<file path="config.mk">
export PLATFORM = sky130hd
export DESIGN_NAME = regbank_q_flat
export DESIGN_NICKNAME = d
export VERILOG_FILES = /design/src/rtl/regbank_q_if.sv /design/src/rtl/regbank_q.sv /design/src/flat_wrapper.sv
export SDC_FILE = /design/constraint.sdc
export NUM_CORES = 1
export LEC_CHECK = 0
export ABC_AREA = 1
export CORE_UTILIZATION = 30
export DETAILED_ROUTE_END_ITERATION = 8
export SLEW_MARGIN = 10
export SYNTH_ARGS = -nofsm -noshare
export SYNTH_HDL_FRONTEND = slang
export SYNTH_SLANG_ARGS = --single-unit
</file>
<file path="constraint.sdc">
create_clock -name clk -period 4.3 [get_ports clk]
set_input_delay 0.86 -clock clk [delete_from_list [all_inputs] [get_ports clk]]
set_output_delay 0.86 -clock clk [all_outputs]
set_load 0.03 [all_outputs]
</file>
<file path="src/rtl/regbank_q_if.sv">
`default_nettype none
// +----------------------------------------------------------------------+
// | Module      : regbank_q_if                                           |
// | Description : Strobe/data bus between the control decoder, the       |
// |               regbank_q register bank and the output-queue consumer. |
// | Revision    : 1.0 - initial release                                  |
// +----------------------------------------------------------------------+
interface regbank_q_if #(
    parameter int WIDTH = 8,
    parameter int NREGS = 4,
    parameter int RW    = (NREGS > 1) ? $clog2(NREGS) : 1
);
    // Decoder strobes and data bus
    logic [WIDTH-1:0]       dbus;
    logic                   load_ir;
    logic                   inc_pc;
    logic                   load_pc;
    logic [1:0]             jump_cond;
    logic                   load_en;
    logic [RW-1:0]          load_sel;
    logic                   flag_en;
    logic                   carry_in;
    logic                   do_out;
    logic                   out_ready;

    // Register bank state and output queue
    logic [WIDTH-1:0]       ir;
    logic [WIDTH-1:0]       pc;
    logic [NREGS*WIDTH-1:0] regs;
    logic                   flag_carry;
    logic                   flag_zero;
    logic                   jump_taken;
    logic                   out_valid;
    logic [WIDTH-1:0]       out_data;
    logic                   out_full;
    logic                   out_overflow;

    modport master (
        output dbus, load_ir, inc_pc, load_pc, jump_cond, load_en, load_sel,
               flag_en, carry_in, do_out, out_ready,
        input  ir, pc, regs, flag_carry, flag_zero, jump_taken,
               out_valid, out_data, out_full, out_overflow
    );

    modport slave (
        input  dbus, load_ir, inc_pc, load_pc, jump_cond, load_en, load_sel,
               flag_en, carry_in, do_out, out_ready,
        output ir, pc, regs, flag_carry, flag_zero, jump_taken,
               out_valid, out_data, out_full, out_overflow
    );
endinterface
`default_nettype wire

</file>
<file path="src/rtl/regbank_q.sv">
`default_nettype none
// +----------------------------------------------------------------------+
// | Module      : regbank_q                                              |
// | Description : Parametrised register bank: IR, PC, general registers, |
// |               carry/zero flags and a valid/ready output FIFO.        |
// | Revision    : 1.0 - initial release                                  |
// +----------------------------------------------------------------------+
module regbank_q #(
    parameter int WIDTH     = 8,
    parameter int NREGS     = 4,
    parameter int JUMP_REG  = NREGS - 1,
    parameter int OUT_DEPTH = 4
) (
    input  wire logic  clk,
    input  wire logic  reset,
    regbank_q_if.slave bus
);
    localparam int RW = (NREGS > 1) ? $clog2(NREGS) : 1;
    localparam int PW = $clog2(OUT_DEPTH);
    localparam int CW = PW + 1;
    localparam logic [RW:0]   c_NREGS = NREGS[RW:0];
    localparam logic [CW-1:0] c_DEPTH = OUT_DEPTH[CW-1:0];

    logic [WIDTH-1:0] r_ir;
    logic [WIDTH-1:0] r_pc;
    logic [WIDTH-1:0] r_regs [NREGS];
    logic             r_carry;
    logic             r_zero;
    logic             r_jump;

    logic [WIDTH-1:0] r_mem [OUT_DEPTH];
    logic [PW-1:0]    r_wptr;
    logic [PW-1:0]    r_rptr;
    logic [CW-1:0]    r_count;
    logic             r_ovf;

    logic             w_cond_met;
    logic             w_cond;
    logic             w_sel_ok;
    logic             w_valid;
    logic             w_full;
    logic             w_pop;
    logic             w_push_ok;
    logic             w_drop;

    // Jump condition decode against the flags held before this edge
    always_comb begin
        w_cond_met = 1'b0;
        case (bus.jump_cond)
            2'd0:    w_cond_met = 1'b1;
            2'd1:    w_cond_met = r_carry;
            2'd2:    w_cond_met = r_zero;
            default: w_cond_met = !r_carry;
        endcase
    end

    assign w_cond    = bus.load_pc && w_cond_met;
    assign w_sel_ok  = ({1'b0, bus.load_sel} < c_NREGS);

    // A full queue can still accept a push when the head leaves in the same cycle
    assign w_valid   = (r_count != '0);
    assign w_full    = (r_count == c_DEPTH);
    assign w_pop     = w_valid && bus.out_ready;
    assign w_push_ok = bus.do_out && (!w_full || w_pop);
    assign w_drop    = bus.do_out && w_full && !w_pop;

    // IR, PC, jump indication and flags; jump beats increment
    always_ff @(posedge clk) begin
        if (reset) begin
            r_ir    <= '0;
            r_pc    <= '0;
            r_jump  <= 1'b0;
            r_carry <= 1'b0;
            r_zero  <= 1'b0;
        end else begin
            r_ir   <= bus.load_ir ? bus.dbus : '0;
            r_jump <= w_cond;
            if (w_cond) begin
                r_pc <= r_regs[JUMP_REG];
            end else if (bus.inc_pc) begin
                r_pc <= r_pc + WIDTH'(1);
            end
            if (bus.flag_en) begin
                r_carry <= bus.carry_in;
                r_zero  <= (bus.dbus == '0);
            end
        end
    end

    // General register writes; out-of-range indices are ignored
    always_ff @(posedge clk) begin
        if (reset) begin
            for (int i = 0; i < NREGS; i++) begin
                r_regs[i] <= '0;
            end
        end else if (bus.load_en && w_sel_ok) begin
            r_regs[bus.load_sel] <= bus.dbus;
        end
    end

    // Queue storage; contents are only observed while the count covers them
    always_ff @(posedge clk) begin
        if (w_push_ok && !reset) begin
            r_mem[r_wptr] <= bus.dbus;
        end
    end

    // Queue pointers, occupancy and sticky overflow
    always_ff @(posedge clk) begin
        if (reset) begin
            r_wptr  <= '0;
            r_rptr  <= '0;
            r_count <= '0;
            r_ovf   <= 1'b0;
        end else begin
            if (w_push_ok) begin
                r_wptr <= r_wptr + PW'(1);
            end
            if (w_pop) begin
                r_rptr <= r_rptr + PW'(1);
            end
            if (w_push_ok && !w_pop) begin
                r_count <= r_count + CW'(1);
            end else if (!w_push_ok && w_pop) begin
                r_count <= r_count - CW'(1);
            end
            if (w_drop) begin
                r_ovf <= 1'b1;
            end
        end
    end

    generate
        for (genvar gi = 0; gi < NREGS; gi++) begin : g_flat
            assign bus.regs[gi*WIDTH +: WIDTH] = r_regs[gi];
        end
    endgenerate

    assign bus.ir           = r_ir;
    assign bus.pc           = r_pc;
    assign bus.flag_carry   = r_carry;
    assign bus.flag_zero    = r_zero;
    assign bus.jump_taken   = r_jump;
    assign bus.out_valid    = w_valid;
    assign bus.out_data     = w_valid ? r_mem[r_rptr] : '0;
    assign bus.out_full     = w_full;
    assign bus.out_overflow = r_ovf;

endmodule
`default_nettype wire

</file>
<file path="src/flat_wrapper.sv">
// flat-port wrapper written by rule: the top's interface ports become plain ports
module regbank_q_flat 
#(
    parameter int WIDTH     = 8,
    parameter int NREGS     = 4,
    parameter int JUMP_REG  = NREGS - 1,
    parameter int OUT_DEPTH = 4
)
  (clk, reset, bus_dbus, bus_load_ir, bus_inc_pc, bus_load_pc, bus_jump_cond, bus_load_en, bus_load_sel, bus_flag_en, bus_carry_in, bus_do_out, bus_out_ready, bus_ir, bus_pc, bus_regs, bus_flag_carry, bus_flag_zero, bus_jump_taken, bus_out_valid, bus_out_data, bus_out_full, bus_out_overflow);
  regbank_q_if #(.WIDTH(WIDTH), .NREGS(NREGS)) bus_i ();
  input  wire logic clk;
  input  wire logic reset;
  input wire logic [$bits(bus_i.dbus)-1:0] bus_dbus;
  input wire logic [$bits(bus_i.load_ir)-1:0] bus_load_ir;
  input wire logic [$bits(bus_i.inc_pc)-1:0] bus_inc_pc;
  input wire logic [$bits(bus_i.load_pc)-1:0] bus_load_pc;
  input wire logic [$bits(bus_i.jump_cond)-1:0] bus_jump_cond;
  input wire logic [$bits(bus_i.load_en)-1:0] bus_load_en;
  input wire logic [$bits(bus_i.load_sel)-1:0] bus_load_sel;
  input wire logic [$bits(bus_i.flag_en)-1:0] bus_flag_en;
  input wire logic [$bits(bus_i.carry_in)-1:0] bus_carry_in;
  input wire logic [$bits(bus_i.do_out)-1:0] bus_do_out;
  input wire logic [$bits(bus_i.out_ready)-1:0] bus_out_ready;
  output wire logic [$bits(bus_i.ir)-1:0] bus_ir;
  output wire logic [$bits(bus_i.pc)-1:0] bus_pc;
  output wire logic [$bits(bus_i.regs)-1:0] bus_regs;
  output wire logic [$bits(bus_i.flag_carry)-1:0] bus_flag_carry;
  output wire logic [$bits(bus_i.flag_zero)-1:0] bus_flag_zero;
  output wire logic [$bits(bus_i.jump_taken)-1:0] bus_jump_taken;
  output wire logic [$bits(bus_i.out_valid)-1:0] bus_out_valid;
  output wire logic [$bits(bus_i.out_data)-1:0] bus_out_data;
  output wire logic [$bits(bus_i.out_full)-1:0] bus_out_full;
  output wire logic [$bits(bus_i.out_overflow)-1:0] bus_out_overflow;
  assign bus_i.dbus = bus_dbus;
  assign bus_i.load_ir = bus_load_ir;
  assign bus_i.inc_pc = bus_inc_pc;
  assign bus_i.load_pc = bus_load_pc;
  assign bus_i.jump_cond = bus_jump_cond;
  assign bus_i.load_en = bus_load_en;
  assign bus_i.load_sel = bus_load_sel;
  assign bus_i.flag_en = bus_flag_en;
  assign bus_i.carry_in = bus_carry_in;
  assign bus_i.do_out = bus_do_out;
  assign bus_i.out_ready = bus_out_ready;
  assign bus_ir = bus_i.ir;
  assign bus_pc = bus_i.pc;
  assign bus_regs = bus_i.regs;
  assign bus_flag_carry = bus_i.flag_carry;
  assign bus_flag_zero = bus_i.flag_zero;
  assign bus_jump_taken = bus_i.jump_taken;
  assign bus_out_valid = bus_i.out_valid;
  assign bus_out_data = bus_i.out_data;
  assign bus_out_full = bus_i.out_full;
  assign bus_out_overflow = bus_i.out_overflow;
  regbank_q #(.WIDTH(WIDTH), .NREGS(NREGS), .JUMP_REG(JUMP_REG), .OUT_DEPTH(OUT_DEPTH)) u_core (.clk(clk), .reset(reset), .bus(bus_i));
endmodule
</file>
==> results of run 1 <==
[power by group through the flow]
stage          combinational, W  sequential, W  clock (W)
3_3_place_gp           0.000678        0.00112          0
2_1_floorplan          0.000367        0.00117          0
4_1_cts                0.000688        0.00111   0.000772
6_report               0.000681        0.00111   0.000757
3_5_place_dp           0.000684        0.00112          0
5_1_grt                0.000737        0.00112   0.000815
[routing by layer]
layer / part of all wire, % / vias to the layer above
li1: - / 1381
met1: 44 / 1306
met2: 50 / 68
met3: 4.9 / 6
met4: 1.2 / 0
met5: 0 / -
[cell usage in the layout, fill, tap and decap left out, drive strengths merged, types with 2 or more instances in the layout]
cell type | synthesis | layout
a21oi | 24 | 24
nand3 | 9 | 9
nor4 | 2 | 2
dfxtp | 29 | 29
clkinv | 1 | 5
o21ai | 32 | 32
edfxtp | 64 | 64
nor3 | 10 | 10
clkbuf | 1 | 9
o21bai | 2 | 2
inv | 41 | 44
xor2 | 2 | 2
ha | 6 | 6
nand2 | 40 | 40
nor2 | 85 | 85
clkdlybuf4s50 | 0 | 83
[cells by family after synthesis]
| family | Yosys count | synth area share, % |
|---|---|---|
| and+or+nand+nor | 147 | 16.9 |
| buffers and inverters | 50 | 5.61 |
| muxes | 1 | 0.261 |
| DFF | 93 | 65.3 |
| AOI/OAI and AO/OA | 60 | 8.72 |
| adders and majority gates | 7 | 2.48 |
| xor gates and xnor gates | 3 | 0.686 |
[flip-flops by register name, summed over array words and instances, names as in the netlist, named ones only]
| signal | cells |
|---|---|
| u_core.bus.out_overflow | 1 |
| u_core.r_mem | 32 |
| u_core.r_wptr | 2 |
| u_core.r_rptr | 2 |
| u_core.r_regs | 32 |
| u_core.bus.ir | 8 |
| u_core.bus.pc | 8 |
| u_core.bus.flag_zero | 1 |
| u_core.r_count | 3 |
| u_core.bus.jump_taken | 1 |
| u_core.bus.flag_carry | 1 |
[cell type report]
class | count | area, um2 | share of cell area [%]
clock buffer | 9 | 225 | 4.41
clock inverter | 7 | 66.3 | 1.30
inverter | 42 | 158 | 3.09
timing repair buffer | 83 | 831 | 16.3
sequential | 93 | 2500 | 49.0
tap | 168 | 210 | 4.12
multi-input combinational | 218 | 1110 | 21.8
[metrics by stage]
stage | setup WS, ps | instances | power (W) | cell area (um2) | hold WS, ps
2_1_floorplan | 2070 | 361 | 0.00153 | 3830 | 457
3_5_place_dp | 1060 | 604 | 0.00181 | 4820 | 477
6_report | 1110 | 620 | 0.00254 | 5110 | 494
3_3_place_gp | 1170 | 604 | 0.00180 | 4820 | 463
5_1_grt | 958 | 620 | 0.00267 | 5110 | 521
4_1_cts | 1100 | 620 | 0.00257 | 5110 | 489
[path summary, 6_finish.rpt]
check                                             from                              endpoint  slack [ps]  cells after the start
setup / recovery                             flip-flop                       bus_out_data[6]        1110                      4
hold / removal    u_core.bus.out_overflow$_SDFFE_PP0P_  u_core.bus.out_overflow$_SDFFE_PP0P_         490                      2
setup reg to reg        u_core.r_count[0]$_SDFFE_PP0P_        u_core.r_count[2]$_SDFFE_PP0P_        2060                     10
hold reg to reg   u_core.bus.out_overflow$_SDFFE_PP0P_  u_core.bus.out_overflow$_SDFFE_PP0P_         490                      2
[critical path, cell delays in order, from the launching register on]
cell	delay (ps)
dfxtp_1	710
inv_2	240
o21ai_0	300
a21oi_1	110
clkdlybuf4s50_1	620
==> results.py, run 1 <==
metrics = {
    "run_status": {
        "outcome": "finished clean",
    },
    "die": {
        "die_w_um": 115,
        "ios": 84,
        "initial_core_util_pct": 31.4,
        "core_area_mm2": 0.0122,
        "die-area_mm2": 0.0132,
        "rows": 40,
        "die_h_um": 115,
    },
    "timing": {
        "finalClockSkew_ps": 5.69,
        "period_share_pct": 74.1,
        "maxSlewViolCount": 0,
        "relSlewSlack_pct": 25.3,
        "tightest_slew_ps": 1110,
        "final.min_clock_period_ps": 3190,
        "setup_viol": 0,
        "rsz0062_at_grt": "false",
        "setup_tns_ps": 0,
        "fmax_mhz": 314,
        "hold_violations": 0,
    },
    "flow_run": {
        "maxCapViolCount": 0,
    },
    "clock_tree": {
        "clockBufferDepth": 2,
        "clockRootBuffer": "clkbuf_16",
        "clock-sinks": 93,
        "cts_buffers": 9,
        "cts.reportedPaths.clkPinSlew_ps": 70,
        "worstSkewPairLatency_ps": 330,
        "ctsResizeCount": 0,
        "cts_tree": "built",
        "cts_max_level": 3,
        "cts_hold_buf": 0,
        "postCtsSetupBuffers": 0,
    },
    "worst_setup_path": {
        "endpoint_kind": "output pin",
        "critical_path_required_ps": 3440,
        "crit_type": "flip-flop to output pin",
        "cp-start-kind": "flip-flop",
        "worst-path-max-fanout": 17,
        "cp.arrival_ps": 2330,
    },
    "placement": {
        "port_buffers": 83,
        "hpwl_mm": 6.84,
        "gp_congestion": 0.778,
    },
    "global_route": {
        "grt_use_total_pct": 15.0,
        "grt_max_degree": 19,
        "gr-usage-met3_pct": 4.01,
        "use_met1_pct": 18.6,
        "grt_util_met2_pct": 25.3,
        "antenna_found_initial": 0,
        "overflow": 0,
        "grt_pass1_wl_mm": 14.6,
        "grt.busiest_layer": "met2",
        "grt_pass1_vias": 2728,
    },
    "logic_synthesis": {
        "synth_edf_count": 64,
        "synth.most_common_cell": "nor2_1",
        "syn-instance-count": 361,
        "netlist.area_leader.share_pct": 50.1,
        "synth_top_area_cell": "edfxtp_1",
        "synthTopCellsByCount": "83 x nor2_1, 64 x edfxtp_1, 37 x inv_1, 30 x nand2_1, 29 x dfxtp_1",
        "synth_seq_cells": 93,
        "ys_top_cells_by_area": "edfxtp_1 50%, dfxtp_1 15%, nor2_1 8.1%, inv_1 3.6%, o21ai_0 3.3%",
        "yosysSeqAreaShare_pct": 65.3,
        "yosysUniqueCellTypes": 34,
        "avgSynthCellArea_um2": 10.6,
        "synth-main-ff-cell": "edfxtp_1",
        "syn_nets": 390,
        "syn-cell-area_mm2": 0.00383,
        "yosysWarnings": 0,
        "postSynth.asyncResetShare_pct": 0,
    },
    "route": {
        "via_count": 2761,
        "drt_iter0_drc": 122,
        "routed_wl_mm": 9.39,
        "wl_per_cell_um": 15.1,
        "drtPass1Iterations": 4,
        "vias_per_cell": 4.45,
        "ant_nets": 0,
        "drc_errors": 0,
    },
    "finish": {
        "diodes": 0,
        "post-route-util_pct": 41.8,
        "syn_to_final_growth_pct": 33.3,
        "fillCellCount": 1161,
        "drive_above_1_share_pct": 9.07,
        "final_nets": 476,
    },
    "pwr": {
        "power.switching_w": 0.000849,
        "cellInternalPower_w": 0.00169,
        "leakage_nw": 1.92,
        "powerDensity_mw_per_mm2": 498,
        "netSwitchingFraction_pct": 33.4,
        "clkPwrFrac_pct": 29.7,
        "sequentialPowerShare_pct": 43.5,
        "peakVddDrop_mv": 0.209,
        "p_comb_share_pct": 26.8,
    },
    "min_path": {
        "min_path_type": "flip-flop to flip-flop",
    },
}
No activity file was read; power rests on OpenSTA's default activity.
==> run 2, diff against run 1 <==
Clock period 4.3 ns to 2.9 ns, I/O delays scaled along.
==> results.py, run 2 (same netlist as run 1, synthesis figures left out) <==
metrics = {
    "die": {
        "initial_core_util_pct": 31.4,
        "die-area_mm2": 0.0132,
        "ios": 84,
        "die_w_um": 115,
        "core_area_mm2": 0.0122,
        "die_h_um": 115,
        "rows": 40,
    },
    "route": {
        "vias_per_cell": 4.39,
        "routed_wl_mm": 8.96,
        "drt_iter0_drc": 123,
        "drtPass1Iterations": 4,
        "wl_per_cell_um": 14.2,
        "ant_nets": 0,
        "via_count": 2763,
        "drc_errors": 0,
    },
    "timing": {
        "whs_ps": 448,
        "hold_violations": 0,
        "setup_viol": 0,
        "fmax_mhz": 375,
        "relSlewSlack_pct": 61.1,
        "final.min_clock_period_ps": 2670,
        "rsz0062_at_grt": "false",
        "period_share_pct": 92.0,
        "finalClockSkew_ps": 10.2,
        "tightest_slew_ps": 582,
        "setup_tns_ps": 0,
        "maxSlewViolCount": 0,
    },
    "run_status": {
        "outcome": "finished clean",
    },
    "worst_setup_path": {
        "endpoint_kind": "output pin",
        "crit_type": "flip-flop to output pin",
        "r2r-start": "u_core.r_count[0]$_SDFFE_PP0P_",
        "cp.arrival_ps": 2090,
        "critical_path_required_ps": 2320,
        "cp-start-kind": "flip-flop",
        "worst-path-max-fanout": 17,
        "r2r_slack_ps": 670,
        "regToRegEndpoint": "u_core.r_count[2]$_SDFFE_PP0P_",
        "ff2ff_path_depth": 10,
    },
    "finish": {
        "multi_input_area_mm2": 0.00111,
        "diodes": 0,
        "final_nets": 486,
        "syn_to_final_growth_pct": 35.5,
        "fillCellCount": 1191,
        "post-route-util_pct": 42.5,
        "drive_above_1_share_pct": 10.8,
        "final-seq-area_mm2": 0.00250,
        "layout_common_cells": "83 x nor2_1, 83 x clkdlybuf4s50_1, 64 x edfxtp_1",
        "top_regs": "u_core.r_mem: 32 flops, u_core.r_regs: 32 flops",
    },
    "clock_tree": {
        "cts_tree": "built",
        "clockRootBuffer": "clkbuf_16",
        "cts.reportedPaths.clkPinSlew_ps": 60,
        "cts_buffers": 9,
        "cts_hold_buf": 0,
        "clock-sinks": 93,
        "cts_max_level": 3,
        "ctsResizeCount": 0,
        "worstSkewPairLatency_ps": 340,
        "clockBufferDepth": 2,
        "postCtsSetupBuffers": 0,
    },
    "min_path": {
        "min_from": "u_core.bus.out_overflow$_SDFFE_PP0P_",
        "min_path_type": "flip-flop to flip-flop",
        "holdPathEnd": "u_core.bus.out_overflow$_SDFFE_PP0P_",
        "min_path_cells": 2,
    },
    "placement": {
        "gp_congestion": 0.779,
        "hpwl_mm": 6.48,
        "port_buffers": 83,
    },
    "pwr": {
        "peakVddDrop_mv": 0.245,
        "leakage_nw": 1.97,
        "powerDensity_mw_per_mm2": 738,
    },
    "global_route": {
        "overflow": 0,
        "antenna_found_initial": 0,
        "grt_max_degree": 18,
        "grt_pass1_vias": 2610,
        "grt_use_total_pct": 14.3,
        "grt_pass1_wl_mm": 13.8,
    },
    "flow_run": {
        "maxCapViolCount": 0,
    },
}
## run 2: cell types whose count changed in the layout (fill, tap and decap cells not counted), sizes merged
cell	change
clkbuf	+1
clkinv	-3
buf	+10
inv	-1
clkinvlp	+2
bufinv	+1
## run 2: worst max-delay path, cell delays in order (launching register included)
cell and delay (ps):
dfxtp_1 300, buf_4 190, inv_2 210, o21ai_0 130, a21oi_1 220, clkdlybuf4s50_1 710
## run 2: final cells by class
type                            instances  share of cell area, %
Clock inverter                          6                   1.37
Clock buffer                           10                   4.41
Tap cell                              168                   4.05
Multi-Input combinational cell        218                   21.5
Sequential cell                        93                   48.2
Timing Repair Buffer                   93                   17.4
Inverter                               42                   3.04
## run 2: where the power goes
part,total [W],internal (W),switching [W]
Clock,0.00117,0.000676,0.000498
Combinational,0.00105,0.000398,0.000653
Sequential,0.00161,0.00153,0.0000764
## run 2: layer usage
metal	up-vias	wire, um	track usage [%]	share of wire, %
met5	-	0	0	0
met4	0	204	7.01	2.3
met3	16	552	4.22	6.2
met2	77	4250	23.1	47
met1	1271	3960	17.6	44
li1	1399	-	-	-
## run 2: worst max path at each step
| stage | from | to | slack (ps) |
|---|---|---|---|
| floorplan | u_core.r_count[0]$_SDFFE_PP0P_ | u_core.r_count[1]$_SDFFE_PP0P_ | 750 |
| global placement | bus_out_ready | u_core.r_count[2]$_SDFFE_PP0P_ | 390 |
| detailed placement | bus_out_ready | u_core.r_count[2]$_SDFFE_PP0P_ | 350 |
| CTS | flip-flop | bus_out_data[4] | 230 |
| global route | flip-flop | bus_out_data[4] | 40 |
| finish | flip-flop | bus_out_data[4] | 230 |
## run 2: metrics by stage
step / area (um2) / total power, W / instances / worst slack [ps]
2_1_floorplan: 3830 / 0.00227 / 361 / 749
3_3_place_gp: 4890 / 0.00268 / 614 / 390
3_5_place_dp: 4890 / 0.00269 / 614 / 346
4_1_cts: 5190 / 0.00388 / 630 / 227
5_1_grt: 5190 / 0.00401 / 630 / 43.3
6_report: 5190 / 0.00383 / 630 / 233
==> run 3, diff against run 2 <==
Settings changed: CTS_CLUSTER_SIZE from default to 8.
==> results of run 3 <==
Final layout, timing and power as in run 2 (identical DEF).
